$ cat src/rtl/pkg_99_4_7.sv
// Shared definitions for the MAC Merge verify block: state encodings, counter width
// and default verify-timer intervals.
package pkg_99_4_7;

    localparam int unsigned VERIFY_CNT_W = 3;

    localparam int unsigned VERIFY_TIME_SIM = 16;
    // 10 ms at a 125 MHz block clock.
    localparam int unsigned VERIFY_TIME_SILICON = 1_250_000;

    typedef enum logic [2:0] {
        StInitVerification = 3'd0,
        StVerificationIdle = 3'd1,
        StSendVerify       = 3'd2,
        StWaitForResponse  = 3'd3,
        StVerified         = 3'd4,
        StVerifyFail       = 3'd5
    } verify_state_e;

    function automatic logic is_timed_state(verify_state_e s);
        return (s == StVerificationIdle) || (s == StWaitForResponse);
    endfunction

    function automatic logic [VERIFY_CNT_W-1:0] sat_inc(logic [VERIFY_CNT_W-1:0] c);
        return (c == {VERIFY_CNT_W{1'b1}}) ? c : c + VERIFY_CNT_W'(1);
    endfunction

endpackage

$ cat src/rtl/mod_99_4_7_verify_if.sv
// Verify/respond mPacket handshake and status bundle between the MAC Merge
// transmit/receive paths (master) and the verify block (slave).
interface mod_99_4_7_verify_if;
    import pkg_99_4_7::*;

    logic                    p_enable;
    logic                    disable_verify;
    logic                    link_fail;
    logic                    rcv_v;
    logic                    rcv_r;
    logic                    tx_v_ack;
    logic                    tx_r_ack;
    logic                    send_v;
    logic                    send_r;
    logic                    verified;
    logic                    verify_fail;
    logic [VERIFY_CNT_W-1:0] verify_cnt;
    logic                    preempt_active;
    logic [2:0]              state;

    modport master (
        output p_enable, disable_verify, link_fail, rcv_v, rcv_r, tx_v_ack, tx_r_ack,
        input  send_v, send_r, verified, verify_fail, verify_cnt, preempt_active, state
    );

    modport slave (
        input  p_enable, disable_verify, link_fail, rcv_v, rcv_r, tx_v_ack, tx_r_ack,
        output send_v, send_r, verified, verify_fail, verify_cnt, preempt_active, state
    );

endinterface

$ cat src/rtl/mod_99_4_7_verify_timer.sv
// Verify-interval down-counter: start (re)loads VERIFY_TIME-1, done is high while the
// running count sits at zero, so an interval spans exactly VERIFY_TIME cycles.
module mod_99_4_7_verify_timer #(
    parameter int unsigned VERIFY_TIME = 16
) (
    input  logic clk,
    input  logic reset,
    input  logic start,
    output logic done
);

    localparam int unsigned CntW = $clog2(VERIFY_TIME);

    logic [CntW-1:0] cnt_q, cnt_d;
    logic            run_q, run_d;

    always_comb begin
        cnt_d = cnt_q;
        run_d = run_q;
        if (start) begin
            cnt_d = CntW'(VERIFY_TIME - 1);
            run_d = 1'b1;
        end else if (run_q) begin
            if (cnt_q == '0) begin
                run_d = 1'b0;
            end else begin
                cnt_d = cnt_q - CntW'(1);
            end
        end
    end

    always_comb begin
        done = run_q && (cnt_q == '0);
    end

    always_ff @(posedge clk) begin
        if (reset) begin
            cnt_q <= '0;
            run_q <= 1'b0;
        end else begin
            cnt_q <= cnt_d;
            run_q <= run_d;
        end
    end

endmodule

$ cat src/rtl/mod_99_4_7_verify.sv
// MAC Merge verify state machine plus independent respond-mPacket handler; reports
// whether preemption may be used on the express/preemptable pair.
module mod_99_4_7_verify
    import pkg_99_4_7::*;
#(
    parameter int unsigned VERIFY_TIME  = VERIFY_TIME_SIM,
    parameter int unsigned VERIFY_LIMIT = 3
) (
    input logic                clk,
    input logic                reset,
    mod_99_4_7_verify_if.slave bus
);

    verify_state_e           state_q, state_d;
    logic                    send_v_q, send_v_d;
    logic                    send_r_q, send_r_d;
    logic                    verified_q, verified_d;
    logic                    verify_fail_q, verify_fail_d;
    logic [VERIFY_CNT_W-1:0] verify_cnt_q, verify_cnt_d;
    logic                    preempt_q, preempt_d;
    logic                    go_init;
    logic                    timer_start;
    logic                    timer_done;

    mod_99_4_7_verify_timer #(
        .VERIFY_TIME (VERIFY_TIME)
    ) u_timer (
        .clk   (clk),
        .reset (reset),
        .start (timer_start),
        .done  (timer_done)
    );

    always_comb begin
        go_init       = bus.link_fail | bus.disable_verify | ~bus.p_enable;
        state_d       = state_q;
        send_v_d      = send_v_q;
        verified_d    = verified_q;
        verify_fail_d = verify_fail_q;
        verify_cnt_d  = verify_cnt_q;

        if (go_init) begin
            state_d       = StInitVerification;
            send_v_d      = 1'b0;
            verified_d    = 1'b0;
            verify_fail_d = 1'b0;
            verify_cnt_d  = '0;
        end else begin
            case (state_q)
                StInitVerification: state_d = StVerificationIdle;
                StVerificationIdle: begin
                    if (timer_done) begin
                        state_d      = StSendVerify;
                        send_v_d     = 1'b1;
                        verify_cnt_d = sat_inc(verify_cnt_q);
                    end
                end
                StSendVerify: begin
                    if (bus.tx_v_ack) begin
                        state_d  = StWaitForResponse;
                        send_v_d = 1'b0;
                    end
                end
                StWaitForResponse: begin
                    // A response landing on the expiry cycle still counts as success.
                    if (bus.rcv_r) begin
                        state_d    = StVerified;
                        verified_d = 1'b1;
                    end else if (timer_done) begin
                        if (verify_cnt_q < VERIFY_CNT_W'(VERIFY_LIMIT)) begin
                            state_d      = StSendVerify;
                            send_v_d     = 1'b1;
                            verify_cnt_d = sat_inc(verify_cnt_q);
                        end else begin
                            state_d       = StVerifyFail;
                            verify_fail_d = 1'b1;
                        end
                    end
                end
                StVerified:   state_d = StVerified;
                StVerifyFail: state_d = StVerifyFail;
                default:      state_d = StInitVerification;
            endcase
        end

        // Timing states are only ever entered from a different state.
        timer_start = is_timed_state(state_d) && (state_d != state_q);
    end

    always_comb begin
        send_r_d = send_r_q;
        if (~bus.p_enable | bus.link_fail) begin
            send_r_d = 1'b0;
        end else if (bus.rcv_v) begin
            send_r_d = 1'b1;
        end else if (bus.tx_r_ack) begin
            send_r_d = 1'b0;
        end
        preempt_d = bus.p_enable & ~bus.link_fail & (bus.disable_verify | verified_q);
    end

    always_ff @(posedge clk) begin
        if (reset) begin
            state_q       <= StInitVerification;
            send_v_q      <= 1'b0;
            send_r_q      <= 1'b0;
            verified_q    <= 1'b0;
            verify_fail_q <= 1'b0;
            verify_cnt_q  <= '0;
            preempt_q     <= 1'b0;
        end else begin
            state_q       <= state_d;
            send_v_q      <= send_v_d;
            send_r_q      <= send_r_d;
            verified_q    <= verified_d;
            verify_fail_q <= verify_fail_d;
            verify_cnt_q  <= verify_cnt_d;
            preempt_q     <= preempt_d;
        end
    end

    assign bus.send_v         = send_v_q;
    assign bus.send_r         = send_r_q;
    assign bus.verified       = verified_q;
    assign bus.verify_fail    = verify_fail_q;
    assign bus.verify_cnt     = verify_cnt_q;
    assign bus.preempt_active = preempt_q;
    assign bus.state          = state_q;

endmodule

$ cat src/flat_wrapper.sv
// flat-port wrapper written by rule: the top's interface ports become plain ports
module mod_99_4_7_verify_flat import pkg_99_4_7::*;
#(
    parameter int unsigned VERIFY_TIME  = VERIFY_TIME_SIM,
    parameter int unsigned VERIFY_LIMIT = 3
)
  (clk, reset, bus_p_enable, bus_disable_verify, bus_link_fail, bus_rcv_v, bus_rcv_r, bus_tx_v_ack, bus_tx_r_ack, bus_send_v, bus_send_r, bus_verified, bus_verify_fail, bus_verify_cnt, bus_preempt_active, bus_state);
  mod_99_4_7_verify_if bus_i ();
  input logic clk;
  input logic reset;
  input wire logic [$bits(bus_i.p_enable)-1:0] bus_p_enable;
  input wire logic [$bits(bus_i.disable_verify)-1:0] bus_disable_verify;
  input wire logic [$bits(bus_i.link_fail)-1:0] bus_link_fail;
  input wire logic [$bits(bus_i.rcv_v)-1:0] bus_rcv_v;
  input wire logic [$bits(bus_i.rcv_r)-1:0] bus_rcv_r;
  input wire logic [$bits(bus_i.tx_v_ack)-1:0] bus_tx_v_ack;
  input wire logic [$bits(bus_i.tx_r_ack)-1:0] bus_tx_r_ack;
  output wire logic [$bits(bus_i.send_v)-1:0] bus_send_v;
  output wire logic [$bits(bus_i.send_r)-1:0] bus_send_r;
  output wire logic [$bits(bus_i.verified)-1:0] bus_verified;
  output wire logic [$bits(bus_i.verify_fail)-1:0] bus_verify_fail;
  output wire logic [$bits(bus_i.verify_cnt)-1:0] bus_verify_cnt;
  output wire logic [$bits(bus_i.preempt_active)-1:0] bus_preempt_active;
  output wire logic [$bits(bus_i.state)-1:0] bus_state;
  assign bus_i.p_enable = bus_p_enable;
  assign bus_i.disable_verify = bus_disable_verify;
  assign bus_i.link_fail = bus_link_fail;
  assign bus_i.rcv_v = bus_rcv_v;
  assign bus_i.rcv_r = bus_rcv_r;
  assign bus_i.tx_v_ack = bus_tx_v_ack;
  assign bus_i.tx_r_ack = bus_tx_r_ack;
  assign bus_send_v = bus_i.send_v;
  assign bus_send_r = bus_i.send_r;
  assign bus_verified = bus_i.verified;
  assign bus_verify_fail = bus_i.verify_fail;
  assign bus_verify_cnt = bus_i.verify_cnt;
  assign bus_preempt_active = bus_i.preempt_active;
  assign bus_state = bus_i.state;
  mod_99_4_7_verify #(.VERIFY_TIME(VERIFY_TIME), .VERIFY_LIMIT(VERIFY_LIMIT)) u_core (.clk(clk), .reset(reset), .bus(bus_i));
endmodule
$ cat config.mk
export PLATFORM = sky130hd
export DESIGN_NAME = mod_99_4_7_verify_flat
export DESIGN_NICKNAME = d
export VERILOG_FILES = /design/src/rtl/pkg_99_4_7.sv /design/src/rtl/mod_99_4_7_verify_if.sv /design/src/rtl/mod_99_4_7_verify_timer.sv /design/src/rtl/mod_99_4_7_verify.sv /design/src/flat_wrapper.sv
export SDC_FILE = /design/constraint.sdc
export NUM_CORES = 1
export LEC_CHECK = 0
export CAP_MARGIN = 20
export CORE_UTILIZATION = 29
export DETAILED_ROUTE_END_ITERATION = 8
export PLACE_DENSITY_LB_ADDON = 0.08
export SETUP_SLACK_MARGIN = 0.3
export SLEW_MARGIN = 25
export SYNTH_ARGS = -nofsm -noshare
export SYNTH_HDL_FRONTEND = slang
export SYNTH_SLANG_ARGS = --single-unit
$ cat constraint.sdc
create_clock -name clk -period 2.2 [get_ports clk]
set_input_delay 0.66 -clock clk [delete_from_list [all_inputs] [get_ports clk]]
set_output_delay 0.66 -clock clk [all_outputs]
set_load 0.005 [all_outputs]
[Word-level counts from Yosys, hierarchy flattened]
Index checks and enable logic that the tools add are counted.
Widths: inputs -> output; s select.
Storage, ports and cells
  bits in registers: 16
  input port bits: 9
  output and inout bits: 11
  word-level logic and storage cells: 80
Cells by class
  order comparisons: 1
  add/subtract/negate cells: 2
  equal/unequal tests: 15
  bitwise gates (word level): 10
  mux-type cells: 27
  reduce and logical (&&, ||, !) cells: 16
Operators by type and width (number)
  $mux 3: 11
  $pmux 3 s6: 1
  $mux 4: 3
  $mux 1: 10
  $eq 3x2->1 const B: 3
  $eq 3x3->1 const B: 3
  $ne 2x1->1 const B: 4
  $eq 3x1->1 const B: 2
  $pmux 3 s2: 1
  $reduce_and 6->1: 1
  $reduce_bool 2->1: 3
  $reduce_and 5->1: 1
  $logic_not 4->1: 1
  $ne 2x2->1 const B: 2
  $not 1->1: 4
  $or 1x1->1: 4
  $reduce_and 2->1: 2
  $reduce_and 4->1: 1
  $reduce_or 2->1: 2
  $sub 4x1->4 const B: 1
  $add 3x1->3 const B: 1
  $logic_not 3->1: 1
  $lt 3x2->1 const B: 1
  $ne 3x3->1: 1
  other kinds (5): 7

[Longest topological paths before layout]
Gate-level depths: netlist of the first run.
  depth in word-level cells: 11
  gate-level depth with buffers: 6
  gate-level depth less buffers: 6

[Cells and area by module]
From an unflattened synthesis of the first run, not the netlist that was laid out.
Second synthesis, totals
  cell total of the unflattened synthesis: 94
  area, all modules: 839.6 um^2
Modules (own cells, without submodules)
  mod_99_4_7_verify: instances 1, cells an instance 66, area an instance 596.8 um^2, seq. area each 220.2 um^2
  mod_99_4_7_verify_timer: instances 1, cells an instance 28, area an instance 242.7 um^2, seq. area each 100.1 um^2

[Least setup slack after synthesis of the first run]
No wires, ideal clock.
  path kind: input to register
  from: in bus_disable_verify
  to: reg u_core.u_timer.cnt_q[0]
  path slack: 0.228 ns
  data arrival time: 1.880 ns
  stages on the path: 5
  setup time: 0.092 ns
  buffers on the path: 1
  required time: 2.108 ns
  cell sequence: or4b_1 buf_6 a311oi_2 nand2_2 o32ai_1
Between the ends
  longest elaborated chain between the ends: 8
  elaborated cells between the ends (all ways): 12
  those cells by class: 4 x eq/ne; 2 x mux; 2 x bitwise; 4 x reduce/logical
RTL lines
  start: declaration: RTL line flat_wrapper.sv:12  | input wire logic [$bits(bus_i.disable_verify)-1:0] bus_disable_verify;
  $or 1x1->1 * (2 in a row): RTL line mod_99_4_7_verify.sv:35  | go_init = bus.link_fail | bus.disable_verify | ~bus.p_enable;
  $mux 3 *: RTL line mod_99_4_7_verify.sv:42  | if (go_init) begin
  $eq 3x1->1 or $eq 3x2->1 (tied branches): RTL line pkg_99_4_7.sv:21  | return (s == StVerificationIdle) || (s == StWaitForResponse);
  $logic_or 1x1->1: RTL line pkg_99_4_7.sv:21
  $logic_and 1x1->1 *: RTL line mod_99_4_7_verify.sv:87  | timer_start = is_timed_state(state_d) && (state_d != state_q);
  $ne 2x1->1 (no source line) or $reduce_bool 2->1 (tied branches)
  $reduce_and 2->1 (no source line)
  end signal: assignment: RTL line mod_99_4_7_verify_timer.sv:41  | cnt_q <= cnt_d;
  end: declaration: RTL line mod_99_4_7_verify_timer.sv:14  | logic [CntW-1:0] cnt_q, cnt_d;
Every way passes the cells marked *; elsewhere a longest branch is shown, timed or not.
A chain may end at the register's enable or synchronous reset.

[Worst setup path in the final report of the first run]
  from: in bus_tx_v_ack
  to: reg u_core.u_timer.cnt_q[1]
Between the ends
  longest elaborated chain between the ends: 8
  elaborated cells between the ends (all ways): 12
  those cells by class: 4 x eq/ne; 4 x mux; 4 x reduce/logical
RTL lines
  start: declaration: RTL line flat_wrapper.sv:16  | input wire logic [$bits(bus_i.tx_v_ack)-1:0] bus_tx_v_ack;
  $mux 3 *: RTL line mod_99_4_7_verify.sv:59  | if (bus.tx_v_ack) begin
  $pmux 3 s6 *: RTL line mod_99_4_7_verify.sv:49  | case (state_q)
  $mux 3 *: RTL line mod_99_4_7_verify.sv:42
  $eq 3x1->1 or $eq 3x2->1 (tied branches): RTL line pkg_99_4_7.sv:21
  $logic_or 1x1->1: RTL line pkg_99_4_7.sv:21
  $logic_and 1x1->1 *: RTL line mod_99_4_7_verify.sv:87
  $ne 2x1->1 (no source line) or $reduce_bool 2->1 (tied branches)
  $reduce_and 2->1 (no source line)
Marked as above.

==> metrics, run 1 <==
fin cells=150; clock latency on the worst-skew pair=slightly below 0.3 ns; Max Cap Viol=0; core area=2760 µm²; # diodes=0; Die X=around 56 µm; placed instance area=about 1100 µm²; Place WS=-0.169 ns; Num CTS Buffers=3; commonest cells after routing, fill and taps aside=14 x clkdlybuf4s50_1, 11 x nor2_1, 11 x buf_4; Power Density=478 nW/µm²; Yosys warning total=0; hold path startpoint=u_core.bus.state[2]; DIE HEIGHT=55.9 µm; worst path arrival time=2.09 ns; Pwr Total=0.597 mW; CP top delay family=compound AO/OA/AOI/OAI gates; fin. max-slew vios=0; Worst Max-Slew Pin Slew=approximately 0.48 ns; CP cell instances=clkdlybuf4s50_1, nand2b_1, a221oi_2, o22ai_2, buf_4, o32ai_2; area delta synth->final=48.1%; I/O Buffers=19; wire per inst=about 13 µm; via count=about 760; crit path time final=~1.9 ns; initial antenna violation count=0; Clock Skew=0.00604 ns; Worst setup SP type=input pin; Post-Route WL=2010 µm; setup TNS=0 ns; row cnt=19; vias in the first global route=749; synthesized area=about 840 µm²; delay of the slowest critical-path stage=0.45 ns; Initial Utilization=0.306; Post-route DRC=0; Netlist cell types=36; drt first-iter violations=8; syn_area_per_cell=9.69 µm²; hold crit path type=flop to flop; dpl cells=142; reg2reg start=u_core.u_timer.cnt_q[0]; GRT overflow=0; FF-to-FF End=u_core.u_timer.cnt_q[1]; Worst Hold Endpoint=u_core.bus.state[0]; Max Clock Freq=around 530 MHz; global-route wire length before repair=3350 µm; outcome=finished clean; final setup vio count=0; commonest non-fill, non-tap cell in the layout=clkdlybuf4s50_1; CP Max Fanout=5; hpwl dp=1410 µm; Clk pin slew, worst setup/hold paths=0.10 ns; Hold Crit Depth=1; DR pass1 iterations=3; Lkg Pwr=0.469 nW; antenna viol nets, final=0; die area=3130 µm²; CTS tree=yes; register area share after synthesis=0.380; CP required=2.40 ns; RSZ-0062 raised after global routing=yes; Yosys top cell by area=dfxtp_1; layout cell share with drive strength beyond 1=0.345; Seq cells post-synth=16; syn nets=100; share of the synthesized area in the top cell type=0.380; Register-to-Register Setup Slack=about 0.37 ns; root buffer cell=clkbuf_4; critical path endpoint category=flop; slowest CP cell=clkdlybuf4s50_1; final worst-path cycle share=0.861; Vias per Instance=5.05; CP Class=input pin to flop; # H-tree levels=1; setup ws final=0.306 ns; Sink Count=16; Ports=20; CTS Buffer Depth=2; R2R cell count=7; final instance area=1250 µm²; GRT Util Overall=0.138; final core occ=0.453; Hold WS=0.478 ns; worst vdd ir=235 µV; Fin. Hold Viols=0; Synth area leaders=dfxtp_1 38%, ha_1 5.9%, o32ai_1 5.2%, nor2_1 4.9%, a21oi_1 3.6%; Worst Path Buf+Inv=2; largest net degree at the start of global routing=16; Post-Synthesis Cells=87; gp weighted congestion=0.719; Slew headroom=0.679; Nets=133
==> synthesized netlist by cell type <==
cell type,number
buf_6,1
or2b_2,1
nor2_1,11
nor2b_1,2
nand2_1,3
a21o_1,1
nor3_1,2
buf_4,1
nand4_1,1
a211oi_1,3
or4b_1,1
a41oi_1,1
o211ai_1,1
dfxtp_1,16
a211o_1,1
xnor2_1,2
o22ai_1,1
a31oi_1,2
a21oi_1,6
nand2b_1,2
a2111oi_4,1
o32ai_1,5
mux2_2,1
nand4bb_1,1
and4bb_1,1
or3b_2,1
nand2_2,1
a221oi_1,1
inv_1,3
mux2i_1,2
xor2_1,2
nand3_1,2
ha_1,4
nor3b_1,1
a311oi_2,1
and2b_2,1
==> worst max-delay path by stage <==
stage | from | to | slack (ns) | cells after the start
after detailed placement | bus_disable_verify | u_core.u_timer.cnt_q[3] | -0.17 | 5
final | bus_tx_v_ack | u_core.u_timer.cnt_q[1] | 0.31 | 6
after global routing | bus_tx_v_ack | u_core.u_timer.cnt_q[1] | 0.22 | 6
after global placement | bus_rcv_r | u_core.bus.verify_cnt[2] | -0.13 | 5
after CTS | reset | u_core.u_timer.cnt_q[3] | 0.32 | 5
after floorplan | bus_disable_verify | u_core.u_timer.cnt_q[0] | 0.24 | 5
==> report_power, final <==
| part | internal, mW | switching [mW] | leakage, nW |
|---|---|---|---|
| Sequential | 0.297 | 0.00808 | 0.134 |
| Combinational | 0.0505 | 0.0426 | 0.314 |
| Clock | 0.101 | 0.0989 | 0.0210 |
| Total | 0.448 | 0.150 | 0.469 |
==> routing by layer <==
| metal | wire [µm] | track usage | share of wire | up-vias |
|---|---|---|---|---|
| met2 | 954 | 0.213 | 0.48 | 7 |
| met5 | 0 | 0 | 0 | - |
| li1 | - | - | - | 397 |
| met1 | 979 | 0.183 | 0.49 | 351 |
| met3 | 56 | 0.0233 | 0.028 | 2 |
| met4 | 17 | 0.0732 | 0.0085 | 0 |
==> worst register-to-register path: stages, from the launching register on <==
cell and delay [ns]:
dfxtp_2 0.34, inv_1 0.07, ha_2 0.20, and4bb_2 0.28, a221oi_2 0.27, o22ai_2 0.13
buf_4 0.18, o32ai_2 0.27
==> repair_timing <==
| action | CTS | global route |
|---|---|---|
| pin swaps | 6 | 4 |
| setup endpoints to repair | 14 | 11 |
| gates resized for setup | 17 | 9 |
| setup buffers | 1 | 3 |
| hold buffers | 0 | 0 |
==> registers in the layout (all words and copies together) (netlist names) <==
| signal | flops |
|---|---|
| u_core.bus.verify_fail | 1 |
| u_core.bus.preempt_active | 1 |
| u_core.bus.send_v | 1 |
| u_core.bus.send_r | 1 |
| u_core.u_timer.run_q | 1 |
| u_core.u_timer.cnt_q | 4 |
| u_core.bus.state | 3 |
| u_core.bus.verified | 1 |
| u_core.bus.verify_cnt | 3 |
==> logic make-up (layout without fill, tap and decap cells) <==
| logic type | Yosys count | in the layout | share of synthesized area |
|---|---|---|---|
| AND/OR/NAND/NOR | 31 | 31 | 0.211 |
| AO/OA/AOI/OAI | 24 | 24 | 0.236 |
| flip-flops | 16 | 16 | 0.380 |
| buffers and inverters | 5 | 37 | 0.0356 |
| adder cells (fa/ha/maj) | 4 | 4 | 0.0593 |
| XOR/XNOR | 4 | 4 | 0.0416 |
| multiplexers | 3 | 3 | 0.0371 |
==> area by class of cell <==
type	instances	area, µm²
Inverter	3	11.3
Multi-Input combinational cell	66	562
Timing Repair Buffer	30	267
Sequential cell	16	334
Clock buffer	4	36.3
Tap cell	31	38.8
Fill cell	275	1510
No activity file was read; power rests on OpenSTA's default activity.
==> inputs of run 2 (changes only) <==
--- a/config.mk
+++ b/config.mk
@@ -6,6 +6,7 @@
 export NUM_CORES = 1
 export LEC_CHECK = 0
 export CAP_MARGIN = 20
+export CORE_ASPECT_RATIO = 1.2
 export CORE_UTILIZATION = 29
 export DETAILED_ROUTE_END_ITERATION = 8
 export PLACE_DENSITY_LB_ADDON = 0.08
==> run 2 against run 1 <==
Die area barely moved. Sequential power barely moved. Clock power fell by 27%. Power fell by 9.9%. Global-route usage fell by 0.73 points. Worst hold slack improved by 0.026 ns. Non-clock buffer count fell by 2. Count of clock-buffer cells in the layout fell by 1. Critical path type unchanged. Highest routed layer unchanged.
==> metrics, run 2 (synthesis gave the netlist of run 1 again) <==
Lkg Pwr=0.440 nW (-6.1%); Num CTS Buffers=3 (unchanged); via count=764 (+0.92%); Nets=131 (-1.5%); Hold WS=0.504 ns (+0.0261 ns); Vias per Instance=5.09 (+0.92%); commonest non-fill, non-tap cell in the layout=clkdlybuf4s50_1; final worst-path cycle share=0.844 (-0.0174); GRT Util Overall=0.130 (-0.00733); Reg with most FFs=u_core.u_timer.cnt_q; hpwl dp=1350 µm (-4.0%); Sink Count=16 (unchanged); Worst Max-Slew Pin Slew=0.450 ns (-0.0301 ns); CP top delay family=compound AO/OA/AOI/OAI gates; Max Clock Freq=539 MHz (+2.1%); RSZ-0062 raised after global routing=yes; combinational fraction of design power=0.163 (+0.007); CTS tree=yes; CP Max Fanout=6 (+1); CP required=2.39 ns (about the same); register share of total power=0.564 (+0.054); global-route wire length before repair=2990 µm (-11%); DIE HEIGHT=61.1 µm (+9.2%); Clk pin slew, worst setup/hold paths=0.09 ns (about the same); Fin. Hold Viols=0 (unchanged); DR pass1 iterations=4 (+1); hold crit path type=flop to flop; Sw Share=0.244 (-0.00680); total net switching power=0.131 mW (-12%); critical path endpoint category=flop; wire per inst=12.3 µm (-8.3%); largest net degree at the start of global routing=16 (unchanged); # H-tree levels=1 (unchanged); Die X=51.2 µm (-8.4%); Post-route DRC=0 (unchanged); Ports=20 (unchanged); Post-CTS Hold Buffers=0 (unchanged); Clock Skew=0.00130 ns (-0.00475 ns); Pwr Total=0.538 mW (-9.9%); CTS Buffer Depth=2 (unchanged); row cnt=21 (+2); core area=2790 µm² (+1.0%); crit path time final=1.86 ns (-0.0383 ns); Power Density=450 nW/µm² (-6.0%); initial antenna violation count=0 (unchanged); gp weighted congestion=0.734 (+2.1%); vias in the first global route=683 (-8.8%); CP cell instances=clkdlybuf4s50_1, nand2b_1, a211oi_1, o22ai_1, buf_4, o32ai_2; worst vdd ir=202 µV (-14%); worst path arrival time=2.05 ns (-0.04 ns); Clk network pwr share=0.273 (-0.061); commonest cells after routing, fill and taps aside=14 x clkdlybuf4s50_1, 11 x nor2_1, 10 x dfxtp_1; setup TNS=0 ns (unchanged); Post-Route WL=1840 µm (-8.3%); area delta synth->final=42.0%; I/O Buffers=19 (unchanged); Max Cap Viol=0 (unchanged); Pint=0.407 mW (-9.0%); root buffer cell=clkbuf_4; drt first-iter violations=13 (+5); fin. max-slew vios=0 (unchanged); # diodes=0 (unchanged); final setup vio count=0 (unchanged); clock latency on the worst-skew pair=0.28 ns (about the same); Worst setup SP type=input pin; Worst Path Buf+Inv=2 (unchanged); antenna viol nets, final=0 (unchanged); delay of the slowest critical-path stage=0.45 ns (about the same); Largest register FFs=4 (unchanged); slowest CP cell=clkdlybuf4s50_1; Slew headroom=0.699 (+0.0201); GRT overflow=0 (unchanged); outcome=finished clean; CP Class=input pin to flop; layout cell share with drive strength beyond 1=0.319 (-0.0256); Initial Utilization=0.303 (-0.00302); die area=3130 µm² (about the same)
==> run 2: repair_timing <==
action                                 in CTS  in global routing
endpoints found under the hold margin       0                  0
resized for setup                          14                 14
pin swaps                                   6                  7
setup buffers                               0                  2
setup endpoints to repair                  14                 12
==> run 2: path summary, 6_finish.rpt <==
kind	from	end	slack, ns	depth (start not counted)
setup / recovery	bus_tx_v_ack	u_core.u_timer.cnt_q[0]	0.34	6
hold / removal	u_core.bus.state[2]	u_core.bus.state[0]	0.50	1
hold reg to reg	u_core.bus.state[2]	u_core.bus.state[0]	0.50	1
setup reg to reg	u_core.u_timer.cnt_q[0]	u_core.u_timer.cnt_q[1]	0.42	6
==> run 2: routing by layer <==
metal	global-route usage	wire, µm
met1	0.160	827
met2	0.218	925
met5	0	0
met3	0.0296	71
met4	0.0618	17
==> run 2: power groups by stage <==
| stage | combinational [mW] | sequential (mW) | clock, mW |
|---|---|---|---|
| 6_report | 0.0877 | 0.304 | 0.147 |
| 5_1_grt | 0.0969 | 0.305 | 0.169 |
| 3_5_place_dp | 0.0801 | 0.313 | 0 |
| 3_3_place_gp | 0.0787 | 0.313 | 0 |
| 4_1_cts | 0.0855 | 0.306 | 0.158 |
| 2_1_floorplan | 0.0458 | 0.311 | 0 |
==> run 2: cell type report <==
cell class	instances	area (µm²)
clock buffers	3	22.5
fillers	288	1590
inverters	3	11.3
repair buffers	28	245
well taps	34	42.5
flip-flops and latches	16	333
multi-input cells	66	543
==> run 2: stage by stage <==
step / utilization / cells / setup WS [ns] / cell area [µm²]
finish: 0.430 / 150 / 0.344 / 1200
global route: 0.430 / 150 / 0.294 / 1200
CTS: 0.422 / 148 / 0.306 / 1170
detailed placement: 0.400 / 145 / -0.193 / 1110
global placement: 0.400 / 145 / -0.119 / 1110
floorplan: - / 87 / 0.237 / 847
